$ cat config.mk
export PLATFORM = sky130hd
export DESIGN_NAME = core_obi2axi_bridge
export DESIGN_NICKNAME = d
export VERILOG_FILES = /design/src/rtl/core_obi2axi_bridge.sv
export SDC_FILE = /design/constraint.sdc
export NUM_CORES = 1
export LEC_CHECK = 0
export BUFFER_PORTS_ARGS = -buffer_cell sky130_fd_sc_hd__buf_2
export CAP_MARGIN = 25
export CORE_AREA = 4 4 108 110
export DETAILED_ROUTE_END_ITERATION = 12
export DIE_AREA = 0 0 112 114
export PLACE_DENSITY = 0.82
export SYNTH_ARGS = -nofsm -noshare
export SYNTH_HDL_FRONTEND = slang
export SYNTH_SLANG_ARGS = --single-unit
$ cat constraint.sdc
create_clock -name clk_i -period 3.8 [get_ports clk_i]
set_input_delay 0.76 -clock clk_i [delete_from_list [all_inputs] [get_ports clk_i]]
set_output_delay 0.76 -clock clk_i [all_outputs]
set_load 0.02 [all_outputs]
$ cat src/rtl/core_obi2axi_bridge.sv
// OBI (core data side) to AXI4 single-beat bridge with one outstanding transaction.
// Request fields are captured on grant; the AXI side is driven from those registers.
module core_obi2axi_bridge #(
  parameter int ADDR_W   = 32,
  parameter int DATA_W   = 32,
  parameter int AXI_ID_W = 2,
  parameter int AXI_ID   = 0,
  parameter int AID_W    = 1,
  localparam int STRB_W  = DATA_W / 8
) (
  input  logic                clk_i,
  input  logic                rst_ni,
  // OBI subordinate side
  input  logic                obi_req_i,
  output logic                obi_gnt_o,
  input  logic [ADDR_W-1:0]   obi_addr_i,
  input  logic                obi_we_i,
  input  logic [STRB_W-1:0]   obi_be_i,
  input  logic [DATA_W-1:0]   obi_wdata_i,
  input  logic [AID_W-1:0]    obi_aid_i,
  output logic                obi_rvalid_o,
  output logic [DATA_W-1:0]   obi_rdata_o,
  output logic [AID_W-1:0]    obi_rid_o,
  output logic                obi_err_o,
  // AXI manager side
  output logic                axi_aw_valid_o,
  input  logic                axi_aw_ready_i,
  output logic [ADDR_W-1:0]   axi_aw_addr_o,
  output logic                axi_w_valid_o,
  input  logic                axi_w_ready_i,
  output logic [DATA_W-1:0]   axi_w_data_o,
  output logic [STRB_W-1:0]   axi_w_strb_o,
  output logic                axi_w_last_o,
  input  logic                axi_b_valid_i,
  output logic                axi_b_ready_o,
  input  logic [1:0]          axi_b_resp_i,
  output logic                axi_ar_valid_o,
  input  logic                axi_ar_ready_i,
  output logic [ADDR_W-1:0]   axi_ar_addr_o,
  input  logic                axi_r_valid_i,
  output logic                axi_r_ready_o,
  input  logic [DATA_W-1:0]   axi_r_data_i,
  input  logic [1:0]          axi_r_resp_i,
  output logic [AXI_ID_W-1:0] axi_id_o,
  // fixed attributes shared by AW and AR
  output logic [7:0]          axi_len_o,
  output logic [2:0]          axi_size_o,
  output logic [1:0]          axi_burst_o,
  output logic                axi_lock_o,
  output logic [3:0]          axi_cache_o,
  output logic [2:0]          axi_prot_o
);

  typedef enum logic [2:0] {
    S_IDLE, S_WR, S_WAIT_B, S_RD, S_WAIT_R, S_RSP
  } state_e;

  state_e              r_state, w_state_nxt;
  logic [ADDR_W-1:0]   r_addr;
  logic [STRB_W-1:0]   r_be;
  logic [DATA_W-1:0]   r_wdata;
  logic [AID_W-1:0]    r_aid;
  logic                r_aw_done, r_w_done;
  logic [DATA_W-1:0]   r_rdata;
  logic                r_err;

  assign axi_aw_addr_o = r_addr;
  assign axi_ar_addr_o = r_addr;
  assign axi_w_data_o  = r_wdata;
  assign axi_w_strb_o  = r_be;
  assign axi_w_last_o  = 1'b1;
  assign axi_id_o      = AXI_ID_W'(AXI_ID);
  assign axi_len_o     = 8'd0;
  assign axi_size_o    = 3'b010;
  assign axi_burst_o   = 2'b01;
  assign axi_lock_o    = 1'b0;
  assign axi_cache_o   = 4'd0;
  assign axi_prot_o    = 3'd0;
  assign obi_rdata_o   = r_rdata;
  assign obi_rid_o     = r_aid;
  assign obi_err_o     = r_err;

  always_comb begin
    w_state_nxt    = r_state;
    obi_gnt_o      = 1'b0;
    obi_rvalid_o   = 1'b0;
    axi_aw_valid_o = 1'b0;
    axi_w_valid_o  = 1'b0;
    axi_b_ready_o  = 1'b0;
    axi_ar_valid_o = 1'b0;
    axi_r_ready_o  = 1'b0;
    case (r_state)
      S_IDLE: begin
        obi_gnt_o = obi_req_i;
        if (obi_req_i) w_state_nxt = obi_we_i ? S_WR : S_RD;
      end
      S_WR: begin
        // AW and W complete independently; leave once both are done
        axi_aw_valid_o = !r_aw_done;
        axi_w_valid_o  = !r_w_done;
        if ((r_aw_done || axi_aw_ready_i) && (r_w_done || axi_w_ready_i))
          w_state_nxt = S_WAIT_B;
      end
      S_WAIT_B: begin
        axi_b_ready_o = 1'b1;
        if (axi_b_valid_i) w_state_nxt = S_RSP;
      end
      S_RD: begin
        axi_ar_valid_o = 1'b1;
        if (axi_ar_ready_i) w_state_nxt = S_WAIT_R;
      end
      S_WAIT_R: begin
        axi_r_ready_o = 1'b1;
        if (axi_r_valid_i) w_state_nxt = S_RSP;
      end
      S_RSP: begin
        obi_rvalid_o = 1'b1;
        w_state_nxt  = S_IDLE;
      end
      default: w_state_nxt = S_IDLE;
    endcase
  end

  always_ff @(posedge clk_i or negedge rst_ni) begin
    if (!rst_ni) begin
      r_state   <= S_IDLE;
      r_addr    <= '0;
      r_be      <= '0;
      r_wdata   <= '0;
      r_aid     <= '0;
      r_aw_done <= 1'b0;
      r_w_done  <= 1'b0;
      r_rdata   <= '0;
      r_err     <= 1'b0;
    end else begin
      r_state <= w_state_nxt;
      if (obi_gnt_o) begin
        r_addr    <= obi_addr_i & ~ADDR_W'(3);
        r_be      <= obi_be_i;
        r_wdata   <= obi_wdata_i;
        r_aid     <= obi_aid_i;
        r_aw_done <= 1'b0;
        r_w_done  <= 1'b0;
      end
      if (axi_aw_valid_o && axi_aw_ready_i) r_aw_done <= 1'b1;
      if (axi_w_valid_o && axi_w_ready_i)   r_w_done  <= 1'b1;
      // SLVERR/DECERR both have resp[1] set
      if (axi_b_ready_o && axi_b_valid_i) begin
        r_err   <= (axi_b_resp_i & 2'b10) != 2'b00;
        r_rdata <= '0;
      end
      if (axi_r_ready_o && axi_r_valid_i) begin
        r_err   <= (axi_r_resp_i & 2'b10) != 2'b00;
        r_rdata <= axi_r_data_i;
      end
    end
  end

endmodule

* Yosys cells after proc, flatten, opt, wreduce, memory -nomap -nowiden
Index checks and enable logic that the tools add are counted.
** Word-level totals
- Register bits :: 105
- Output and inout bits :: 165
- Logic and storage cells :: 54
- Bits of input ports :: 114
** Operators by class
- Equal/unequal tests :: 10
- Mux-type cells :: 21
- Reductions and logical operators :: 14
** Operators with widths (count)
- two-way mux 32 bit :: 2
- two-way mux 3 bit :: 5
- case mux 3 bit (5 select lines) :: 1
- two-way mux 1 bit :: 12
- != test 2 bit, second input constant :: 5
- == test 3 x 2 -> 1 bit, second input constant :: 2
- == test 3 bit, second input constant :: 2
- nonzero test 2 bit :: 3
- logical AND 1 bit :: 5
- AND reduction 5 bit :: 1
- == test 3 x 1 -> 1 bit, second input constant :: 1
- zero test 3 bit :: 1
- zero test 1 bit :: 2
- logical OR 1 bit :: 2
- two-way mux 2 bit :: 1

* Depth between registers and ports, before layout
Gate-level depths: netlist of the first run.
- Word-level depth :: 5
- Gate-level depth with buffers :: 6
- Depth with buffers taken out :: 4

* Worst setup path after synthesis of the first run
Ideal clock, no wire load.
- Path type :: reg-to-output
- Start :: register r_state[2]
- End :: output port axi_aw_valid_o
- Data required time :: 3.040 ns
- Setup slack :: 1.804 ns
- Arrival :: 1.236 ns
- Buffers on the path :: 1
- Stages on the path, launching flop included :: 4
- Path through :: dfrtp_1 > buf_6 > or3b_1 > nor2_1
** Between the ends
- Word-level cells in the longest chain between the ends :: 2
** RTL lines
- from (decl) :: line 58 : state_e r_state, w_state_nxt;
- from (signal assigned) :: line 136 : r_state <= w_state_nxt;
- == test 3 x 1 -> 1 bit :: line 92 : case (r_state)
- two-way mux 1 bit :: line 92
- to (decl) :: line 26 : output logic axi_aw_valid_o,
Every way passes these cells.

* Worst setup path in the final report of the first run
- Start :: register r_state[0]
- End :: output port obi_gnt_o
** Between the ends
- Word-level cells in the longest chain between the ends :: 2
** RTL lines
- zero test 3 bit :: line 92
- two-way mux 1 bit :: line 92
- to (decl) :: line 15 : output logic obi_gnt_o,
Every way passes these cells.

==> flow_summary_export.csv, run 1 <==
group,metric,value,unit
outcome,outcome,"finished clean",
setup_path,rrSetupSlack,1740,ps
routing,vias,3184,
die,rows,38,
pwr,pwr-share-clk,14.3,%
timing,min_period_over_period,65.84,%
routing,ant_nets,0,
setup_path,reg2reg_from,"r_state[2]",
setup_path,r2r_end,"axi_w_data_o[30]",
pwr,p_int,3137,µW
pwr,power_switching_share,41.65,%
cells_and_area,drive_above_1_share,63.55,%
routing,firstDrtPassIters,4,
cells_and_area,finalNonFillerCells,676,
routing,first_iter_violations,62,
yosys,synthAdderAreaFrac,0,%
timing,slew_viol_final,0,
timing,period_needed,2502,ps
die,die_x,112,µm
timing,hold_ws,364.9,ps
cts,clock_latency,370,ps
setup_path,cp-end-kind,"output port",
global_route,grt_pass1_vias,3337,
yosys,synth_area_leader_cell,"dfrtp_1",
pwr,power.density,924.7,mW/mm²
global_route,antenna_found_initial,1,
yosys,ys.flop_type,"dfrtp_1",
yosys,synthCells,317,
cts,cts_tree,"done",
place,portBuffers,246,
yosys,yosysTopAreaCellShare,56.96,%
timing,tns,0,ps
pwr,pwr-share-comb,49.2,%
routing,wl_per_cell,16.22,µm
yosys,yosys-top-cells-area,"dfrtp_1 57%, mux2_2 12%, buf_4 10%",
cts,cts_root_buf,"clkbuf_8",
cts,clk_pin_slew_worst_paths,100,ps
cells_and_area,syn_to_final_growth,26.04,%
die,num_io_pins,279,
die,coreArea,0.01070,mm²
global_route,track_usage,17.07,%
setup_path,cp_max_fo,13,
cts,cts_setup_buffers,0,
cells_and_area,final_cell_mix,"245 x buf_2, 105 x dfrtp_1, 49 x mux2_2",
yosys,synthXorXnorAreaFrac,0,%
yosys,yosysSeqAreaShare,56.96,%
timing,setup_violations,0,
place,dp_cells,658,
cts,clk_path_buf_depth,2,
cells_and_area,multi_input_area,0.001455,mm²
setup_path,cp.arrival,1740,ps
cts,htreeDepth,3,
global_route,grt_pass1_wl,17040,µm
yosys,synthMuxAreaShare,18.36,%
timing,skew,12.95,ps
routing,drcViolationCount,0,
place,dpl.hpwl,8475,µm
timing,worstMarginPinSlew,782.9,ps
yosys,synth_edf_count,0,
cts,clock_sinks,105,
timing,hold_viol,0,
routing,drt-total-wl,10960,µm
setup_path,cp-start-kind,"flip-flop",
yosys,syn_avg_cell_area,14.55,µm²
timing,fmax,0.3997,GHz
pwr,pwr-share-seq,36.5,%
run,drv_cap,0,
global_route,grt_overflow,0,
global_route,grt_max_degree,46,
hold_path,hold_class,"input port to async pin",
die,die_h,114,µm
pwr,vdd_drop_max,0.4761,mV
pwr,totalPowerFinal,5377,µW
routing,via_per_inst,4.710,
pwr,leakagePower,0.003104,µW
setup_path,ff2ff_path_depth,5,
cells_and_area,layout_commonest_cell,"buf_2",
yosys,yosysWarnings,0,
yosys,ys_ff_latch,105,
timing,slew_headroom,47.61,%
cts,cts_resized,0,
cells_and_area,fill_cells,934,
setup_path,cp_data_required_time,3040,ps
yosys,synth_simple_gate_area_share,2.821,%
cts,hold_buffers,0,
place,place.gp.congestion,0.8214,
timing,rsz0062_at_grt,"no",
yosys,synth_top_family_by_area,"multiplexers",
yosys,async_reset_ff_share,100.0,%
cells_and_area,regArea,0.002628,mm²
pwr,switchingPower,2239,µW
setup_path,path_class,"flip-flop to output port",
yosys,syn_area,0.004613,mm²
yosys,synth_compound_area_share,8.082,%
yosys,synth.distinct_cells,30,
cells_and_area,final_nets,644,
die,initial_core_util,43.12,%
die,die-area,0.01277,mm²
cts,cts_made_buffers,9,
==> layer usage <==
metal	global-route usage (%)	routed length [µm]	vias to the layer above
li1	-	-	1452
met1	20.47	4222	1521
met2	28.42	5404	196
met3	4.987	1112	15
met4	8.173	223	0
met5	0	0	-
==> sequential cells by signal (all words and copies together) (netlist names) <==
signal	cells
obi_rdata_o	32
r_state	3
axi_ar_addr_o	30
axi_w_strb_o	4
obi_err_o	1
r_w_done	1
axi_w_data_o	32
obi_rid_o	1
r_aw_done	1
==> critical path, cell delays in order, from the launching register on <==
cell and delay (ps):
dfrtp_1 580, inv_2 140, nand3_2 120, clkinv_2 250, buf_2 270
==> cell usage after synthesis (2+ instances only) <==
master      n
a21oi_1     2
a22o_1     34
and3b_1     2
buf_12      2
buf_2       2
buf_4      62
buf_6       9
conb_1      2
dfrtp_1   105
inv_2       2
mux2_2     49
mux2_4     19
nand2_1     2
nand2b_1    4
nor2_1      4
nor3b_1     2
o21ai_0     2
==> logic make-up after synthesis <==
logic type | after synthesis
AND/OR/NAND/NOR | 19
AO/OA/AOI/OAI | 44
multiplexers | 69
flip-flops | 105
other | 2
buffers and inverters | 78
==> through the flow <==
| stage | instance area (µm²) | worst slack [ps] | util [%] |
|---|---|---|---|
| finish | 5814 | 1298 | 54.35 |
| global route | 5814 | 1129 | 54.35 |
| CTS | 5784 | 1248 | 54.07 |
| detailed placement | 5554 | 1513 | 51.92 |
| global placement | 5527 | 1527 | 51.66 |
| floorplan | 4711 | 1804 | - |
==> power by group through the flow <==
stage | clock network [µW] | logic, µW | registers [µW]
3_5_place_dp | 0 | 2680 | 1970
6_report | 769 | 2650 | 1960
2_1_floorplan | 0 | 1500 | 2510
5_1_grt | 846 | 2810 | 2050
4_1_cts | 808 | 2670 | 1970
3_3_place_gp | 0 | 2610 | 1940
==> cell type report <==
cell class / instances / area share [%]
clock inverters: 4 / 1.291
well taps: 140 / 3.013
repair buffers: 251 / 22.55
clock buffers: 12 / 2.668
inverters: 3 / 0.2152
multi-input cells: 160 / 25.03
flip-flops and latches: 105 / 45.19
diodes: 1 / 0.04304
==> how the worst max path moves through the flow <==
| stage | from | endpoint | slack [ps] | depth (start not counted) |
|---|---|---|---|---|
| final | r_state[0] | obi_gnt_o | 1300 | 4 |
| after global routing | r_state[0] | obi_gnt_o | 1130 | 4 |
| after CTS | r_state[0] | obi_gnt_o | 1250 | 4 |
| after detailed placement | obi_req_i | obi_gnt_o | 1510 | 4 |
| after global placement | obi_req_i | obi_gnt_o | 1530 | 4 |
| after floorplan | r_state[2] | axi_aw_valid_o | 1800 | 3 |
Power figures use the tool's default switching activity.
==> run 2, diff against run 1 <==
--- a/config.mk
+++ b/config.mk
@@ -5,11 +5,12 @@
 export SDC_FILE = /design/constraint.sdc
 export NUM_CORES = 1
 export LEC_CHECK = 0
+export ABC_AREA = 1
 export BUFFER_PORTS_ARGS = -buffer_cell sky130_fd_sc_hd__buf_2
 export CAP_MARGIN = 25
-export CORE_AREA = 4 4 108 110
+export CORE_MARGIN = 4
+export CORE_UTILIZATION = 43
 export DETAILED_ROUTE_END_ITERATION = 12
-export DIE_AREA = 0 0 112 114
 export PLACE_DENSITY = 0.82
 export SYNTH_ARGS = -nofsm -noshare
 export SYNTH_HDL_FRONTEND = slang
==> constraint.sdc (replaced) <==
create_clock -name clk_i -period 2.4 [get_ports clk_i]
set_input_delay 0.48 -clock clk_i [delete_from_list [all_inputs] [get_ports clk_i]]
set_output_delay 0.48 -clock clk_i [all_outputs]
set_load 0.02 [all_outputs]
==> flow_summary_export.csv, run 2 <==
group,metric,value,unit
cts,htreeDepth,3,
place,dpl.hpwl,8761,µm
timing,worstMarginPinSlew,676.4,ps
yosys,ys.flop_type,"dfrtp_1",
cells_and_area,regArea,0.002628,mm²
yosys,synth_commonest_cells,"285 x nand2_1, 105 x dfrtp_1, 61 x buf_4",
global_route,grt_max_degree,68,
global_route,grt_overflow,0,
yosys,async_reset_ff_share,100.0,%
pwr,switchingPower,3680,µW
cells_and_area,multi_input_area,0.001485,mm²
cts,cts_setup_buffers,0,
pwr,vdd_drop_max,0.5806,mV
cts,cts_root_buf,"clkbuf_8",
timing,period_needed,2031,ps
routing,drcViolationCount,0,
yosys,synth_edf_count,0,
cts,clk_pin_slew_worst_paths,110,ps
die,num_io_pins,279,
global_route,grt_pass1_wl,18310,µm
yosys,yosysSeqAreaShare,56.71,%
run,drv_cap,0,
cells_and_area,layout_commonest_cell,"nand2_1",
timing,skew,9.411,ps
cells_and_area,final_nets,868,
routing,vias,4002,
timing,rsz0062_at_grt,"no",
pwr,leakagePower,0.003630,µW
yosys,yosysTopAreaCellShare,56.71,%
timing,fmax,0.4923,GHz
yosys,syn_avg_cell_area,8.501,µm²
routing,first_iter_violations,229,
timing,hold_viol,0,
cells_and_area,drive_above_1_share,36.63,%
place,pre_cts_ws,733.0,ps
global_route,grt_pass1_vias,3808,
global_route,track_usage,17.95,%
cts,cts_tree,"done",
die,die_x,111.8,µm
yosys,synth_area_leader_cell,"dfrtp_1",
cts,cts_made_buffers,9,
cts,clk_path_buf_depth,2,
place,place.gp.congestion,0.8193,
cells_and_area,final_cell_mix,"285 x nand2_1, 245 x buf_2, 105 x dfrtp_1",
routing,firstDrtPassIters,4,
die,initial_core_util,44.48,%
place,portBuffers,246,
timing,min_period_over_period,84.64,%
hold_path,hold_class,"input port to flip-flop",
timing,slew_viol_final,0,
cells_and_area,fill_cells,994,
setup_path,cp-start-kind,"flip-flop",
yosys,synth.distinct_cells,21,
routing,drt-total-wl,11670,µm
die,coreArea,0.01042,mm²
place,dp_cells,878,
pwr,p_int,4090,µW
outcome,outcome,"finished clean",
setup_path,cp-end-kind,"output port",
timing,tns,0,ps
yosys,ys_ff_latch,105,
setup_path,worstSetupStartpoint,"r_state[0]",
setup_path,cp_max_fo,7,
setup_path,rrSetupSlack,760,ps
yosys,yosysWarnings,0,
cells_and_area,final_util,55.87,%
cells_and_area,fin_area,0.005819,mm²
die,die_h,111.8,µm
yosys,synthCells,545,
setup_path,reg2reg_from,"r_state[0]",
hold_path,hp-start,"obi_wdata_i[13]",
routing,ant_nets,0,
routing,via_per_inst,4.472,
global_route,antenna_found_initial,0,
setup_path,cp_data_required_time,1920,ps
die,rows,37,
yosys,yosys-top-cells-area,"dfrtp_1 57%, nand2_1 23%, buf_4 9.9%",
setup_path,path_class,"flip-flop to output port",
cts,clock_sinks,105,
routing,wl_per_cell,13.04,µm
cells_and_area,antenna_cells,0,
timing,setup_violations,0,
pwr,pwr-share-seq,38.1,%
place,dpl-instance-area,0.005634,mm²
pwr,pwr-share-clk,12.8,%
cts,clock_latency,350,ps
cells_and_area,finalNonFillerCells,895,
pwr,power.density,1335,mW/mm²
timing,slew_headroom,54.91,%
die,die-area,0.01250,mm²
timing,setup_ws,368.6,ps
setup_path,cp.arrival,1550,ps
yosys,syn_area,0.004633,mm²
yosys,synth.most_common_cell,"nand2_1",
pwr,power_switching_share,47.37,%
cells_and_area,syn_to_final_growth,25.60,%
pwr,pwr-share-comb,49.1,%
==> run 2: cells by family (layout without fill, tap and decap cells) <==
logic type	Yosys count	in the layout	synth area share, %
compound gates	5	5	0.6481
other cells	2	28	0.1621
simple gates	338	338	29.03
buf+inv	95	283	13.45
flops	105	105	56.71
==> run 2: final cells by class <==
cell class / instances / area share, %
inverter: 12 / 0.7740
clock buffer: 9 / 2.129
sequential: 105 / 45.15
timing repair buffer: 255 / 22.62
clock inverter: 7 / 0.8815
multi-input combinational: 371 / 25.52
tap: 136 / 2.924
==> run 2: worst max-delay path, stage by stage, from the launching register on <==
cell,delay (ps)
dfrtp_1,520
nand2_1,120
nor2_1,120
inv_1,70
nor2_1,150
buf_2,210
==> run 2: metrics by stage <==
step                      hold WS [ps]  power, µW
after floorplan                  184.4       5804
after global placement           384.7       6772
after detailed placement         385.7       6863
after CTS                        279.0       7883
after global routing             280.0       8350
final                            305.2       7770
==> run 2: final timing paths <==
kind	to	cells after the start
max in group asynchronous	axi_w_data_o[21]	3
max	axi_aw_valid_o	5
min reg2reg	obi_rdata_o[28]	2
max reg2reg	obi_rdata_o[12]	6
min in group asynchronous	obi_rdata_o[16]	2
min	axi_w_data_o[13]	3
==> run 2: power groups by stage <==
stage	registers [µW]	logic, µW	clock network (µW)
after floorplan	3810	2000	0
after global placement	2970	3810	0
after detailed placement	2970	3890	0
after CTS	2960	3880	1040
after global routing	3080	4170	1110
final	2960	3820	995
==> run 2: what timing repair did <==
| item | CTS | global route |
|---|---|---|
| gates resized for setup | 0 | 0 |
| hold buffers | 1 | 0 |
| endpoints found under the hold margin | 19 | 0 |
| endpoints found under the setup margin | 0 | 0 |
==> run 2: layer usage <==
metal	vias to the layer above	global-route usage (%)	part of all wire, %
met3	19	3.587	7.3
met1	1816	21.81	40
met5	-	0	0
li1	1995	-	-
met4	0	7.461	2.3
met2	172	31.10	51
==> run 3, diff against run 2 <==
--- a/config.mk
+++ b/config.mk
@@ -9,9 +9,9 @@
 export BUFFER_PORTS_ARGS = -buffer_cell sky130_fd_sc_hd__buf_2
 export CAP_MARGIN = 25
 export CORE_MARGIN = 4
-export CORE_UTILIZATION = 43
+export CORE_UTILIZATION = 39
 export DETAILED_ROUTE_END_ITERATION = 12
-export PLACE_DENSITY = 0.82
+export PLACE_DENSITY = 0.78
 export SYNTH_ARGS = -nofsm -noshare
 export SYNTH_HDL_FRONTEND = slang
 export SYNTH_SLANG_ARGS = --single-unit
==> constraint.sdc (replaced) <==
create_clock -name clk_i -period 1.75 [get_ports clk_i]
set_input_delay 0.35 -clock clk_i [delete_from_list [all_inputs] [get_ports clk_i]]
set_output_delay 0.35 -clock clk_i [all_outputs]
set_load 0.02 [all_outputs]
==> flow_summary_export.csv, run 3 (synthesized netlist as in run 2, its figures left out) <==
group,metric,value,unit
outcome,outcome,"finished clean",
die,die_x,117.0,µm
pwr,switchingPower,5219,µW
setup_path,cp.arrival,1360,ps
place,dpl.hpwl,9218,µm
pwr,pwr-share-clk,15.8,%
routing,wl_per_cell,13.51,µm
pwr,leakagePower,0.003737,µW
run,drv_cap,0,
setup_path,cp-end-kind,"output port",
timing,hold_viol,0,
setup_path,cp_data_required_time,1400,ps
die,die-area,0.01369,mm²
hold_path,hold_class,"input port to flip-flop",
die,coreArea,0.01152,mm²
pwr,vdd_drop_max,0.8091,mV
die,rows,39,
place,portBuffers,246,
cts,cts_made_buffers,9,
global_route,grt_max_degree,37,
timing,min_period_over_period,97.70,%
cells_and_area,final_util,52.87,%
routing,vias,4036,
hold_path,hp-start,"obi_addr_i[20]",
cells_and_area,antenna_cells,0,
cells_and_area,multi_input_area,0.001523,mm²
cts,cts_root_buf,"clkbuf_16",
die,num_io_pins,279,
pwr,pwr-share-comb,48.4,%
cts,clock_sinks,105,
routing,drt-total-wl,12350,µm
pwr,p_int,6241,µW
routing,firstDrtPassIters,4,
cells_and_area,syn_to_final_growth,31.41,%
setup_path,cpLargestDelayFamily,"flip-flops",
routing,first_iter_violations,237,
cells_and_area,fill_cells,1089,
setup_path,crit_slowest_cell,"dfrtp_2",
routing,ant_nets,0,
setup_path,cp_max_fo,4,
pwr,pwr-share-seq,35.7,%
setup_path,crit_buf_inv,2,
routing,drcViolationCount,0,
setup_path,worstSetupStartpoint,"r_state[1]",
timing,slew_viol_final,0,
cts,clk_pin_slew_worst_paths,70,ps
timing,slew_headroom,63.32,%
timing,setup_violations,0,
setup_path,cp_cell_sequence,"buf_4 > nor3_4 > buf_6",
setup_path,path_class,"flip-flop to output port",
timing,rsz0062_at_grt,"yes",
cells_and_area,regArea,0.002631,mm²
place,pre_cts_ws,164.7,ps
place,place.gp.congestion,0.7797,
timing,period_needed,1710,ps
global_route,track_usage,17.42,%
global_route,grt_overflow,0,
pwr,power.density,1882,mW/mm²
pwr,power_switching_share,45.54,%
timing,worstMarginPinSlew,549.5,ps
cells_and_area,drive_above_1_share,38.91,%
setup_path,cpPeakStageDelay,440,ps
cells_and_area,final_nets,880,
global_route,grt_pass1_vias,3635,
timing,skew,7.282,ps
cts,clock_latency,350,ps
cts,cts_tree,"done",
setup_path,reg2reg_from,"r_state[1]",
die,initial_core_util,40.23,%
timing,setup_ws,40.20,ps
global_route,grt_pass1_wl,18360,µm
cts,clk_path_buf_depth,2,
routing,via_per_inst,4.416,
die,die_h,117.0,µm
setup_path,cp-start-kind,"flip-flop",
cells_and_area,layout_commonest_cell,"nand2_1",
timing,fmax,0.5849,GHz
cells_and_area,final_cell_mix,"283 x nand2_1, 241 x buf_2, 102 x dfrtp_1",
cts,htreeDepth,3,
global_route,antenna_found_initial,0,
-- run 3: changes by cell type in the layout (fill, tap and decap cells not counted), sizes merged --
cell | before | now
clkbuf | 9 | 10
inv | 15 | 12
clkinv | 2 | 4
buf | 254 | 266
-- run 3: stage by stage --
| stage | total power [µW] | std cells | cell area, µm² | TNS (ps) | hold slack [ps] |
|---|---|---|---|---|---|
| detailed placement | 9496 | 890 | 5693 | 0 | 264.5 |
| finish | 11460 | 914 | 6088 | 0 | 197.8 |
| global placement | 9365 | 890 | 5693 | 0 | 265.8 |
| global route | 12320 | 914 | 6088 | -56.63 | 189.6 |
| CTS | 11520 | 913 | 6042 | 0 | 183.6 |
| floorplan | 7960 | 571 | 4731 | 0 | 54.41 |
-- run 3: power by group through the flow --
stage | combinational [µW] | clock (µW) | sequential, µW
2_1_floorplan | 2740 | 0 | 5220
3_3_place_gp | 5260 | 0 | 4100
3_5_place_dp | 5380 | 0 | 4110
4_1_cts | 5540 | 1880 | 4100
5_1_grt | 6130 | 1960 | 4230
6_report | 5550 | 1820 | 4100
-- run 3: worst paths after layout --
| path | endpoint | slack [ps] | cells after the start |
|---|---|---|---|
| hold / removal | axi_ar_addr_o[20] | 200 | 3 |
| max in group asynchronous | r_state[0] | 770 | 3 |
| setup / recovery | axi_r_ready_o | 40 | 3 |
| hold reg to reg | obi_rdata_o[6] | 470 | 2 |
| setup reg to reg | obi_rdata_o[5] | 160 | 7 |
| min in group asynchronous | obi_rdata_o[21] | 440 | 2 |
-- run 3: final cells by class --
class	instances	share of cell area, %
sequential	105	43.22
multi-input combinational	371	25.01
timing repair buffer	267	23.72
clock buffer	10	3.761
tap	143	2.939
inverter	12	0.7809
clock inverter	6	0.5754
-- run 3: metal layers --
metal  vias up  track usage, %  routed length [µm]
met4         0           9.098                 392
met1      1812           21.44                5076
met3        26           2.931                 842
met5         -               0                   0
met2       178           29.43                6040
li1       2020               -                   -
-- run 3: worst register-to-register path, stage by stage (launching register included) --
cell and delay, ps:
dfrtp_2 440, buf_4 170, nor3_4 250, nand2_1 110
nand2_1 90, inv_2 220, nand2_1 140, nand2_1 70
-- run 3: timing repair --
item                                    4_1_cts  5_1_grt
hold buffers                                  1        0
pin swaps                                     2        3
endpoints found under the setup margin        3        5
gates resized for setup                      14       10
hold endpoints to repair                     17        0
setup buffers                                 6        1
